==> config.mk <==
export PLATFORM = sky130hd
export DESIGN_NAME = serial_demux_1x8
export DESIGN_NICKNAME = d
export VERILOG_FILES = /design/src/rtl/serial_demux_pkg.sv /design/src/rtl/serial_demux_1x8_lane_dec.sv /design/src/rtl/serial_demux_1x8.sv
export SDC_FILE = /design/constraint.sdc
export NUM_CORES = 1
export LEC_CHECK = 0
export ABC_AREA = 1
export BUFFER_PORTS_ARGS = -buffer_cell sky130_fd_sc_hd__buf_2
export CAP_MARGIN = 20
export CELL_PAD_IN_SITES_DETAIL_PLACEMENT = 1
export CELL_PAD_IN_SITES_GLOBAL_PLACEMENT = 1
export CORE_MARGIN = 10
export CORE_UTILIZATION = 35
export CTS_BUF_LIST = sky130_fd_sc_hd__clkbuf_4 sky130_fd_sc_hd__clkbuf_8
export DETAILED_ROUTE_END_ITERATION = 16
export PLACE_DENSITY_LB_ADDON = 0.1
export SETUP_SLACK_MARGIN = 0.3
export SYNTH_ARGS = -nofsm -noshare
export SYNTH_HDL_FRONTEND = slang
export SYNTH_HIERARCHICAL = 1
export SYNTH_SLANG_ARGS = --single-unit
==> constraint.sdc <==
create_clock -name clk -period 1.9 [get_ports clk]
set_clock_uncertainty 0.05 [all_clocks]
set_input_delay 0.19 -clock clk [delete_from_list [all_inputs] [get_ports clk]]
set_output_delay 0.19 -clock clk [all_outputs]
set_load 0.01 [all_outputs]
==> src/rtl/serial_demux_pkg.sv <==
// Shared types and sizes for the serial 1:8 demultiplexer.
package serial_demux_pkg;
    localparam int N_LANE = 8;
    localparam int IDX_W  = 3;

    typedef enum logic [1:0] {IDLE, RECV, PAR} state_t;
endpackage

==> src/rtl/serial_demux_1x8_lane_dec.sv <==
// demux_lane_dec: 3-to-8 one-hot lane write-enable decoder.
// MSB_FIRST mirrors the index so the first frame bit lands on lane 7.
module demux_lane_dec
    import serial_demux_pkg::*;
#(
    parameter int MSB_FIRST = 0
) (
    input  logic [IDX_W-1:0]  idx,
    input  logic              en,
    output logic [N_LANE-1:0] lane_en
);

    logic [IDX_W-1:0] lane;

    always_comb begin
        lane    = (MSB_FIRST != 0) ? IDX_W'(N_LANE - 1) - idx : idx;
        lane_en = '0;
        if (en) lane_en[lane] = 1'b1;
    end

endmodule

==> src/rtl/serial_demux_1x8.sv <==
// Framed bit-serial to 8-bit parallel demux with one-cycle completion strobe.
// Optional even-parity bit after data bit 7 when SERIAL_DEMUX_PARITY_EN is defined.
module serial_demux_1x8
    import serial_demux_pkg::*;
#(
    parameter int MSB_FIRST = 0
) (
    input  logic        clk,
    input  logic        rst,
    input  logic        sin,
    input  logic        in_valid,
    input  logic        sync,
    output logic [7:0]  dout,
    output logic        out_valid,
    output logic        busy,
    output logic        frame_err,
    output logic        par_err
);

    state_t             state, state_nx;
    logic [IDX_W-1:0]   idx, idx_nx, wr_idx;
    logic [N_LANE-1:0]  shadow, shadow_nx, lane_en;
    logic               wr_en, load, abort;

    // A sync bit always restarts at lane(0), whatever idx holds.
    assign wr_idx    = sync ? '0 : idx;
    assign shadow_nx = (shadow & ~lane_en) | (lane_en & {N_LANE{sin}});
    assign busy      = (state != IDLE);

    demux_lane_dec #(.MSB_FIRST(MSB_FIRST)) u_dec (
        .idx     (wr_idx),
        .en      (wr_en),
        .lane_en (lane_en)
    );

`ifdef SERIAL_DEMUX_PARITY_EN
    logic par_acc, perr_nx;
`endif

    always_comb begin
        state_nx = state;
        idx_nx   = idx;
        wr_en    = 1'b0;
        load     = 1'b0;
        abort    = 1'b0;
`ifdef SERIAL_DEMUX_PARITY_EN
        perr_nx  = 1'b0;
`endif
        case (state)
            IDLE: if (in_valid && sync) begin
                wr_en    = 1'b1;
                idx_nx   = IDX_W'(1);
                state_nx = RECV;
            end
            RECV: if (in_valid) begin
                wr_en = 1'b1;
                if (sync) begin
                    abort  = 1'b1;
                    idx_nx = IDX_W'(1);
                end else begin
                    idx_nx = idx + IDX_W'(1);
                    if (idx == IDX_W'(N_LANE - 1)) begin
`ifdef SERIAL_DEMUX_PARITY_EN
                        state_nx = PAR;
`else
                        load     = 1'b1;
                        state_nx = IDLE;
`endif
                    end
                end
            end
`ifdef SERIAL_DEMUX_PARITY_EN
            PAR: if (in_valid) begin
                if (sync) begin
                    abort    = 1'b1;
                    wr_en    = 1'b1;
                    idx_nx   = IDX_W'(1);
                    state_nx = RECV;
                end else begin
                    load     = 1'b1;
                    perr_nx  = (par_acc != sin);
                    state_nx = IDLE;
                end
            end
`endif
            default: state_nx = IDLE;
        endcase
    end

    always_ff @(posedge clk or posedge rst) begin
        if (rst) state <= IDLE;
        else     state <= state_nx;
    end

    always_ff @(posedge clk or posedge rst) begin
        if (rst) begin
            idx       <= '0;
            shadow    <= '0;
            dout      <= '0;
            out_valid <= 1'b0;
            frame_err <= 1'b0;
        end else begin
            idx       <= idx_nx;
            shadow    <= shadow_nx;
            out_valid <= load;
            frame_err <= abort;
            // In PAR no lane is written, so shadow_nx equals the finished word.
            if (load) dout <= shadow_nx;
        end
    end

`ifdef SERIAL_DEMUX_PARITY_EN
    always_ff @(posedge clk or posedge rst) begin
        if (rst) begin
            par_acc <= 1'b0;
            par_err <= 1'b0;
        end else begin
            if (wr_en) par_acc <= sync ? sin : (par_acc ^ sin);
            par_err <= perr_nx;
        end
    end
`else
    assign par_err = 1'b0;
`endif

endmodule

# == Word level (Yosys, flattened, before mapping) ==
# Cells that the tools add are included.
# word_totals
output_inout_bits,12
regBits,23
inputBits,5
word_cells,49
# classes
add_sub_neg,1
n_reduce_logical,7
n_mux,23
bitwise,4
eq_ne,6
n_lt_le_gt_ge,2
# op_table
operator,count
8-bit AND,2
3-bit 2-to-1 mux,4
1-bit 2-to-1 mux,10
2-bit 2-to-1 mux,4
8-bit 2-to-1 mux,1
2-bit inequality test (second input constant),4
8-bit inverter,1
8-bit bitwise OR,1
3-bit one-hot mux with 2 select lines,1
3-bit by 4-bit < comparator with 1-bit output (second input constant),1
2-bit one-hot mux with 2 select lines,1
4-bit AND reduction,1
2-bit nonzero test,2
3-bit by 1-bit adder with 3-bit output (second input constant),1
1-bit demux with 3-bit select,1
3-bit equality test (second input constant),1
3-bit by 1-bit greater-or-equal comparator with 1-bit output (second input constant),1
3-bit AND reduction,1
2-bit by 1-bit equality test with 1-bit output (second input constant),1
1-bit logical AND,2
2-bit zero test,1
1-bit one-hot mux with 2 select lines,1

# == Longest topological paths before layout ==
# Gate-level depths: netlist (run 1).
# logic_depth
word_depth,9
mapped_depth,10
ltp_nobuf,10

# == Hierarchy ==
# The synthesis (run 1) kept the hierarchy.
# modules_own_cells
module,cells_each,n_inst,area_per_inst_um2,seq_area_each_um2
serial_demux_1x8,113,1,932.1,550.5
demux_lane_dec,17,1,63.8,0.0

# == Worst setup path after synthesis (run 1) ==
# No wires, ideal clock.
# synth_timing
path_kind,register to register
startpoint,reg idx[0]
endpoint,reg dout[0]
setup_time_ns,0.065
arrival_ns,1.100
required_ns,1.785
stages_incl_launch_ff,8
n_path_buf,0
slack_ns,0.685
period_less_slack_ns,1.215
path_cell_list,dfrtp_1 -> ha_1 -> ha_1 -> nand2_2 -> inv_1 -> nand2_2 -> nand2_1 -> nand2_1
# synth_between
elab_chain_cells,9
elab_cells_between_ends,16
classes_between,order compare (2); eq/ne (1); mux (8); bitwise (4); reduce/logical (1)
# synth_rtl
item,line_no,source
start: declaration,serial_demux_1x8.sv:21,"logic [IDX_W-1:0] idx, idx_nx, wr_idx;"
start signal: assignment,serial_demux_1x8.sv:103,idx <= idx_nx;
3-bit 2-to-1 mux,serial_demux_1x8.sv:26,assign wr_idx = sync ? '0 : idx;
3-bit by 4-bit < comparator with 1-bit output (not written as such) or 3-bit by 1-bit greater-or-equal comparator with 1-bit output (tied branches),serial_demux_1x8_lane_dec.sv:18,if (en) lane_en[lane] = 1'b1;
1-bit logical AND (not written as such),serial_demux_1x8_lane_dec.sv:18,
1-bit 2-to-1 mux (not written as such),serial_demux_1x8_lane_dec.sv:18,
1-bit demux with 3-bit select,n/a,
8-bit 2-to-1 mux,serial_demux_1x8_lane_dec.sv:18,
8-bit inverter,serial_demux_1x8.sv:27,assign shadow_nx = (shadow & ~lane_en) | (lane_en & {N_LANE{sin}});
8-bit AND,serial_demux_1x8.sv:27,
8-bit bitwise OR,serial_demux_1x8.sv:27,
end signal: assignment,serial_demux_1x8.sv:108,if (load) dout <= shadow_nx;
end: declaration,serial_demux_1x8.sv:13,"output logic [7:0] dout,"
# Several ways; a longest one is shown, not always the timed one.
# A chain may end at the register's enable or synchronous reset.

# == Worst setup path after layout (run 1) ==
# layout_timing
startpoint,reg idx[0]
endpoint,reg dout[3]
# The elaborated chain is that of the path after synthesis.

==> results_dict.tcl, run 1 <==
set metrics [dict create \
    hold_path.startpoint "in_valid" \
    initial_core_util 0.364 \
    post_drt_wl_per_cell_um 12.4 \
    ys.warnings.count 6 \
    start_kind "register" \
    r2r-start "idx[0]$_DFFE_PP0P_" \
    placed_cells 175 \
    grt_pass1_vias 863 \
    antenna_cells 0 \
    gp_congestion 0.725 \
    cts_made_buffers 3 \
    rrSetupSlack_ps 500 \
    tns_ps 0 \
    syn_nets 137 \
    hpwl_um 1640 \
    hold_depth 3 \
    drtPass1Iterations 4 \
    tritoncts "built" \
    cts_root_buffer "clkbuf_4" \
    io_buffers 15 \
    final_common_cell "nand2_1" \
    drc 0 \
    ys_ff_latch 22 \
    h-tree-depth 1 \
    synth_seq_area_share 0.553 \
    post_cts_buffers 0 \
    grt_setup_unrepaired "no" \
    dieArea_um2 5380 \
    leakage_uw 0.000685 \
    min_period_over_period 0.736 \
    nets 157 \
    worstPathArrival_ps 1600 \
    cts_buffer_depth 2 \
    end_kind "register" \
    grt_pass1_wl_um 3880 \
    holdPathEnd "idx[2]$_DFFE_PP0P_" \
    min_path_type "primary input to register" \
    grt-ovfl-total 0 \
    outcome "completed" \
    netlist_area_um2 996 \
    final_cells 180 \
    die_h_um 73.3 \
    antenna_found_initial 0 \
    num_vias 825 \
    cpMaxStageDelayCell "dfrtp_1" \
    path_clk_slew_ps 120 \
    finalMaxSlewViolations 0 \
    ys_types 12 \
    r2r-end "dout[3]$_DFFE_PP0P_" \
    grt_max_degree 23 \
    postRouteAntennaNets 0 \
    crit_path_cell_trace "ha_1 > ha_1 > nand2_2 > inv_1 > nand2_2 > nand2_1 > nand2_1" \
    io_pins 17 \
    crit_required_ps 2100 \
    clock.fmax_ghz 0.715 \
    drive_gt1_frac 0.154 \
    core_um2 2730 \
    wl_um 2230 \
    synthCells 130 \
    grt_use_total 0.0918 \
    reg2regPathDepth 7 \
    path_max_fanout 8 \
    crit_type "register to register" \
    post_dp_cell_area_um2 1100 \
    vias_per_cell 4.58 \
    avgSynthCellArea_um2 7.66 \
    synthToLayoutAreaGrowth_pct 15.6 \
    min_period_ps 1400 \
    clk_latency_ps 310 \
    power.density_nw_per_um2 872 \
    design_area_um2 1150 \
    ir_drop_uv 388 \
    finalSetupViolCount 0 \
    cts_sinks 22 \
    die_w_um 73.3 \
    rows 19 \
    drt_iter0_drc 28 \
    hold_viol_final 0 \
    layout_common_cells "nand2_1 (64), dfrtp_1 (22), inv_1 (19)" \
    maxCapViolations 0 \
    slowest_delay_ps 420 \
]
## sequential cells by signal, summed over array words and instances, names as in the netlist
register and flops:
idx 3, shadow 8, dout 8, state 1, out_valid 1, frame_err 1
## critical path: cells and delay by family, from the launching register on
| family | cells | cell delay (ps) |
|---|---|---|
| adders and majority gates | 2 | 400 |
| buffers and inverters | 1 | 60 |
| DFF | 1 | 420 |
| and+or+nand+nor | 4 | 420 |
## area by class of cell
type	count	area (µm²)
fill	351	1580
sequential	22	551
multi-input combinational	87	362
timing repair buffer	17	92.6
inverter	19	71.3
tap	31	38.8
clock buffer	4	36.3
## power by group
| part | internal [µW] | total (µW) | switching (µW) |
|---|---|---|---|
| Combinational | 60.3 | 174 | 114 |
| Clock | 117 | 262 | 145 |
| Sequential | 540 | 568 | 27.6 |
| Total | 717 | 1000 | 287 |
## logic make-up (layout without fill, tap and decap cells)
group,after synthesis,in the layout,share of synthesized area
compound gates,2,2,0.0101
fa+ha+maj,2,2,0.0251
buf+inv,21,40,0.0842
flops,22,22,0.553
other cells,1,1,0.00377
simple gates,82,82,0.324
## repair_timing
| item | CTS | global route |
|---|---|---|
| hold buffers | 1 | 0 |
| gates resized for setup | 0 | 0 |
| endpoints found under the hold margin | 22 | 0 |
## cell usage after synthesis (all sizes together)
| cell | n | area [µm²] |
|---|---|---|
| ha | 2 | 25.0 |
| nor2 | 14 | 60.1 |
| buf | 2 | 12.5 |
| nand3 | 2 | 10.0 |
| o21ai | 2 | 10.0 |
| dfrtp | 22 | 551 |
| nand2 | 66 | 253 |
| conb | 1 | 3.75 |
| inv | 19 | 71.3 |
## how the worst max path moves through the flow
stage	startpoint	end	depth (start not counted)
after global routing	idx[0]$_DFFE_PP0P_	dout[0]$_DFFE_PP0P_	7
after detailed placement	idx[0]$_DFFE_PP0P_	dout[4]$_DFFE_PP0P_	7
after CTS	idx[0]$_DFFE_PP0P_	dout[4]$_DFFE_PP0P_	7
after floorplan	idx[0]$_DFFE_PP0P_	dout[0]$_DFFE_PP0P_	7
final	idx[0]$_DFFE_PP0P_	dout[3]$_DFFE_PP0P_	7
after global placement	idx[0]$_DFFE_PP0P_	dout[5]$_DFFE_PP0P_	7
## per-layer routing
metal,part of all wire,vias up,global-route usage,wire length [µm]
met5,0,-,0,0
met4,0.014,0,0.0435,31
met3,0.073,4,0.0350,163
met2,0.44,17,0.149,981
met1,0.47,390,0.103,1050
li1,-,414,-,-
## metrics by stage
| stage | power (µW) | hold WS (ps) | utilization | setup slack, ps |
|---|---|---|---|---|
| finish | 1000 | 119 | 0.421 | 502 |
| global route | 1080 | 113 | 0.421 | 370 |
| CTS | 1030 | 98.8 | 0.421 | 471 |
| detailed placement | 755 | 199 | 0.404 | 503 |
| global placement | 743 | 190 | 0.404 | 504 |
| floorplan | 697 | 129 | - | 685 |
No activity file was read; power rests on OpenSTA's default activity.
==> run 2, diff against run 1 <==
Clock period 1.9 ns to 1.4 ns, I/O delays scaled along.
==> results_dict.tcl, run 2 (synthesis gave the netlist of run 1 again) <==
set metrics [dict create \
    switchingPower_uw 491 \
    antenna_found_initial 0 \
    grt_max_degree 23 \
    reg2regPathDepth 9 \
    h-tree-depth 1 \
    post_drt_wl_per_cell_um 14.0 \
    cts_made_buffers 3 \
    grt_setup_unrepaired "yes" \
    hold_slack_ps 85.6 \
    vias_per_cell 4.71 \
    leakage_uw 0.000765 \
    grt-ovfl-total 0 \
    postRouteAntennaNets 0 \
    grt_pass1_vias 1003 \
    antenna_cells 0 \
    finalSetupViolCount 0 \
    cpMaxStageDelayCell "dfrtp_1" \
    crit_required_ps 1580 \
    drtPass1Iterations 2 \
    seqCellArea_um2 551 \
    final_common_cell "nand2_1" \
    io_buffers 15 \
    rrSetupSlack_ps 110 \
    pwr-share-comb 0.235 \
    cts_sinks 22 \
    core_um2 2730 \
    slowest_delay_ps 410 \
    grt_pass1_wl_um 4550 \
    io_pins 17 \
    cts_buffer_depth 2 \
    power.density_nw_per_um2 1140 \
    die_h_um 73.3 \
    start_kind "register" \
    drc 0 \
    rows 19 \
    drt_iter0_drc 21 \
    grt_use_total 0.106 \
    tritoncts "built" \
    tns_ps 0 \
    hold_viol_final 0 \
    hold_depth 3 \
    layout_common_cells "nand2_1 (41), dfrtp_1 (22), nand2_2 (18)" \
    initial_core_util 0.364 \
    wl_um 2680 \
    clk_latency_ps 320 \
    clock.fmax_ghz 0.775 \
    cts_root_buffer "clkbuf_4" \
    path_buf_inv 2 \
    maxCapViolations 0 \
    multi_input_area_um2 573 \
    hpwl_um 1720 \
    r2r-end "dout[6]$_DFFE_PP0P_" \
    intPower_uw 1180 \
    outcome "completed" \
    num_vias 904 \
    crit_type "register to register" \
    synthToLayoutAreaGrowth_pct 47.5 \
    reg_top3 "dout: 8 flops, shadow: 8 flops, idx: 3 flops" \
    wl_met1_um 1120 \
    highest_layer "met4" \
    min_period_over_period 0.922 \
    path_max_fanout 3 \
    die_w_um 73.3 \
    min_period_ps 1290 \
    fillers 325 \
    path_clk_slew_ps 130 \
    worstPathArrival_ps 1470 \
    gp_congestion 0.834 \
    finalMaxSlewViolations 0 \
    hold_path.startpoint "sin" \
    critPathMostFrequentCell "nand2_2" \
    nets 169 \
    end_kind "register" \
    swShare 0.295 \
    dr_wl_met2_um 1410 \
    clkPwrFrac 0.297 \
    dieArea_um2 5380 \
    seq_power_share 0.467 \
    drive_gt1_frac 0.509 \
    min_path_type "primary input to register" \
    cpLargestDelayFamily "simple AND/OR/NAND/NOR gates" \
    ir_drop_uv 682 \
    met3_length_um 110 \
    crit_path_cell_trace "inv_2 > nor2_4 > nand2_2 > nor2_2 > inv_1 > nand2_1 > nand2_2 > nand2_2 > nand2_1" \
    r2r-start "idx[1]$_DFFE_PP0P_" \
    holdPathEnd "shadow[5]$_DFF_PP0_" \
]
run 2: cell count changes in the layout (fill, tap and decap cells not counted), moves of 2 or more:
cell,delta
buf_4,+11
ha_1,-2
nand2_1,-23
nor2_4,+10
nor2_1,-12
nand2_8,+2
nand2_4,+5
nor2_2,+3
inv_2,+8
inv_1,-10
nand2_2,+16
run 2: how the worst max path moves through the flow:
| stage | slack, ps | cells after the start | start | to |
|---|---|---|---|---|
| after global routing | 10 | 9 | idx[0]$_DFFE_PP0P_ | dout[7]$_DFFE_PP0P_ |
| after global placement | 100 | 7 | idx[0]$_DFFE_PP0P_ | dout[1]$_DFFE_PP0P_ |
| after CTS | 120 | 7 | idx[1]$_DFFE_PP0P_ | dout[4]$_DFFE_PP0P_ |
| after detailed placement | 40 | 9 | state[0]$_DFFE_PP0P_ | dout[3]$_DFFE_PP0P_ |
| after floorplan | 220 | 9 | state[0]$_DFFE_PP0P_ | dout[1]$_DFFE_PP0P_ |
| final | 110 | 9 | idx[1]$_DFFE_PP0P_ | dout[6]$_DFFE_PP0P_ |
run 2: tightest hold or removal path: stages:
cell and delay [ps]:
buf_2 160, nand2_1 70, nand2_1 60
run 2: layer usage:
layer,vias up,track usage
met1,438,0.114
met4,0,0.0518
met3,4,0.0310
met2,18,0.185
li1,444,-
met5,-,0
run 2: power by group through the flow:
stage               Combinational (µW)  Sequential, µW  Clock [µW]
CTS                                331             778         515
detailed placement                 246             790           0
global placement                   232             784           0
global route                       450             794         535
finish                             393             779         496
floorplan                          163             785           0
run 2: metrics by stage:
step                area [µm²]  instances   util  power, µW  setup slack [ps]
floorplan                 1000        130      -        948               219
global route              1470        192  0.537       1780              12.6
global placement          1110        175  0.407       1020              96.2
detailed placement        1110        175  0.407       1040              41.9
CTS                       1340        186  0.491       1620               117
finish                    1470        192  0.537       1670               110
run 2: what timing repair did:
item | 4_1_cts | 5_1_grt
resized for setup | 39 | 29
hold buffers | 1 | 0
pin swaps | 12 | 16
endpoints found under the setup margin | 20 | 26
endpoints found under the hold margin | 22 | 0
setup buffers | 5 | 6
cloned | 1 | 0
run 2: layout make-up:
class / instances / share of cell area
inverters: 19 / 0.0537
flip-flops and latches: 22 / 0.375
clock inverters: 1 / 0.0204
multi-input cells: 88 / 0.390
clock buffers: 3 / 0.0153
well taps: 31 / 0.0264
repair buffers: 28 / 0.119
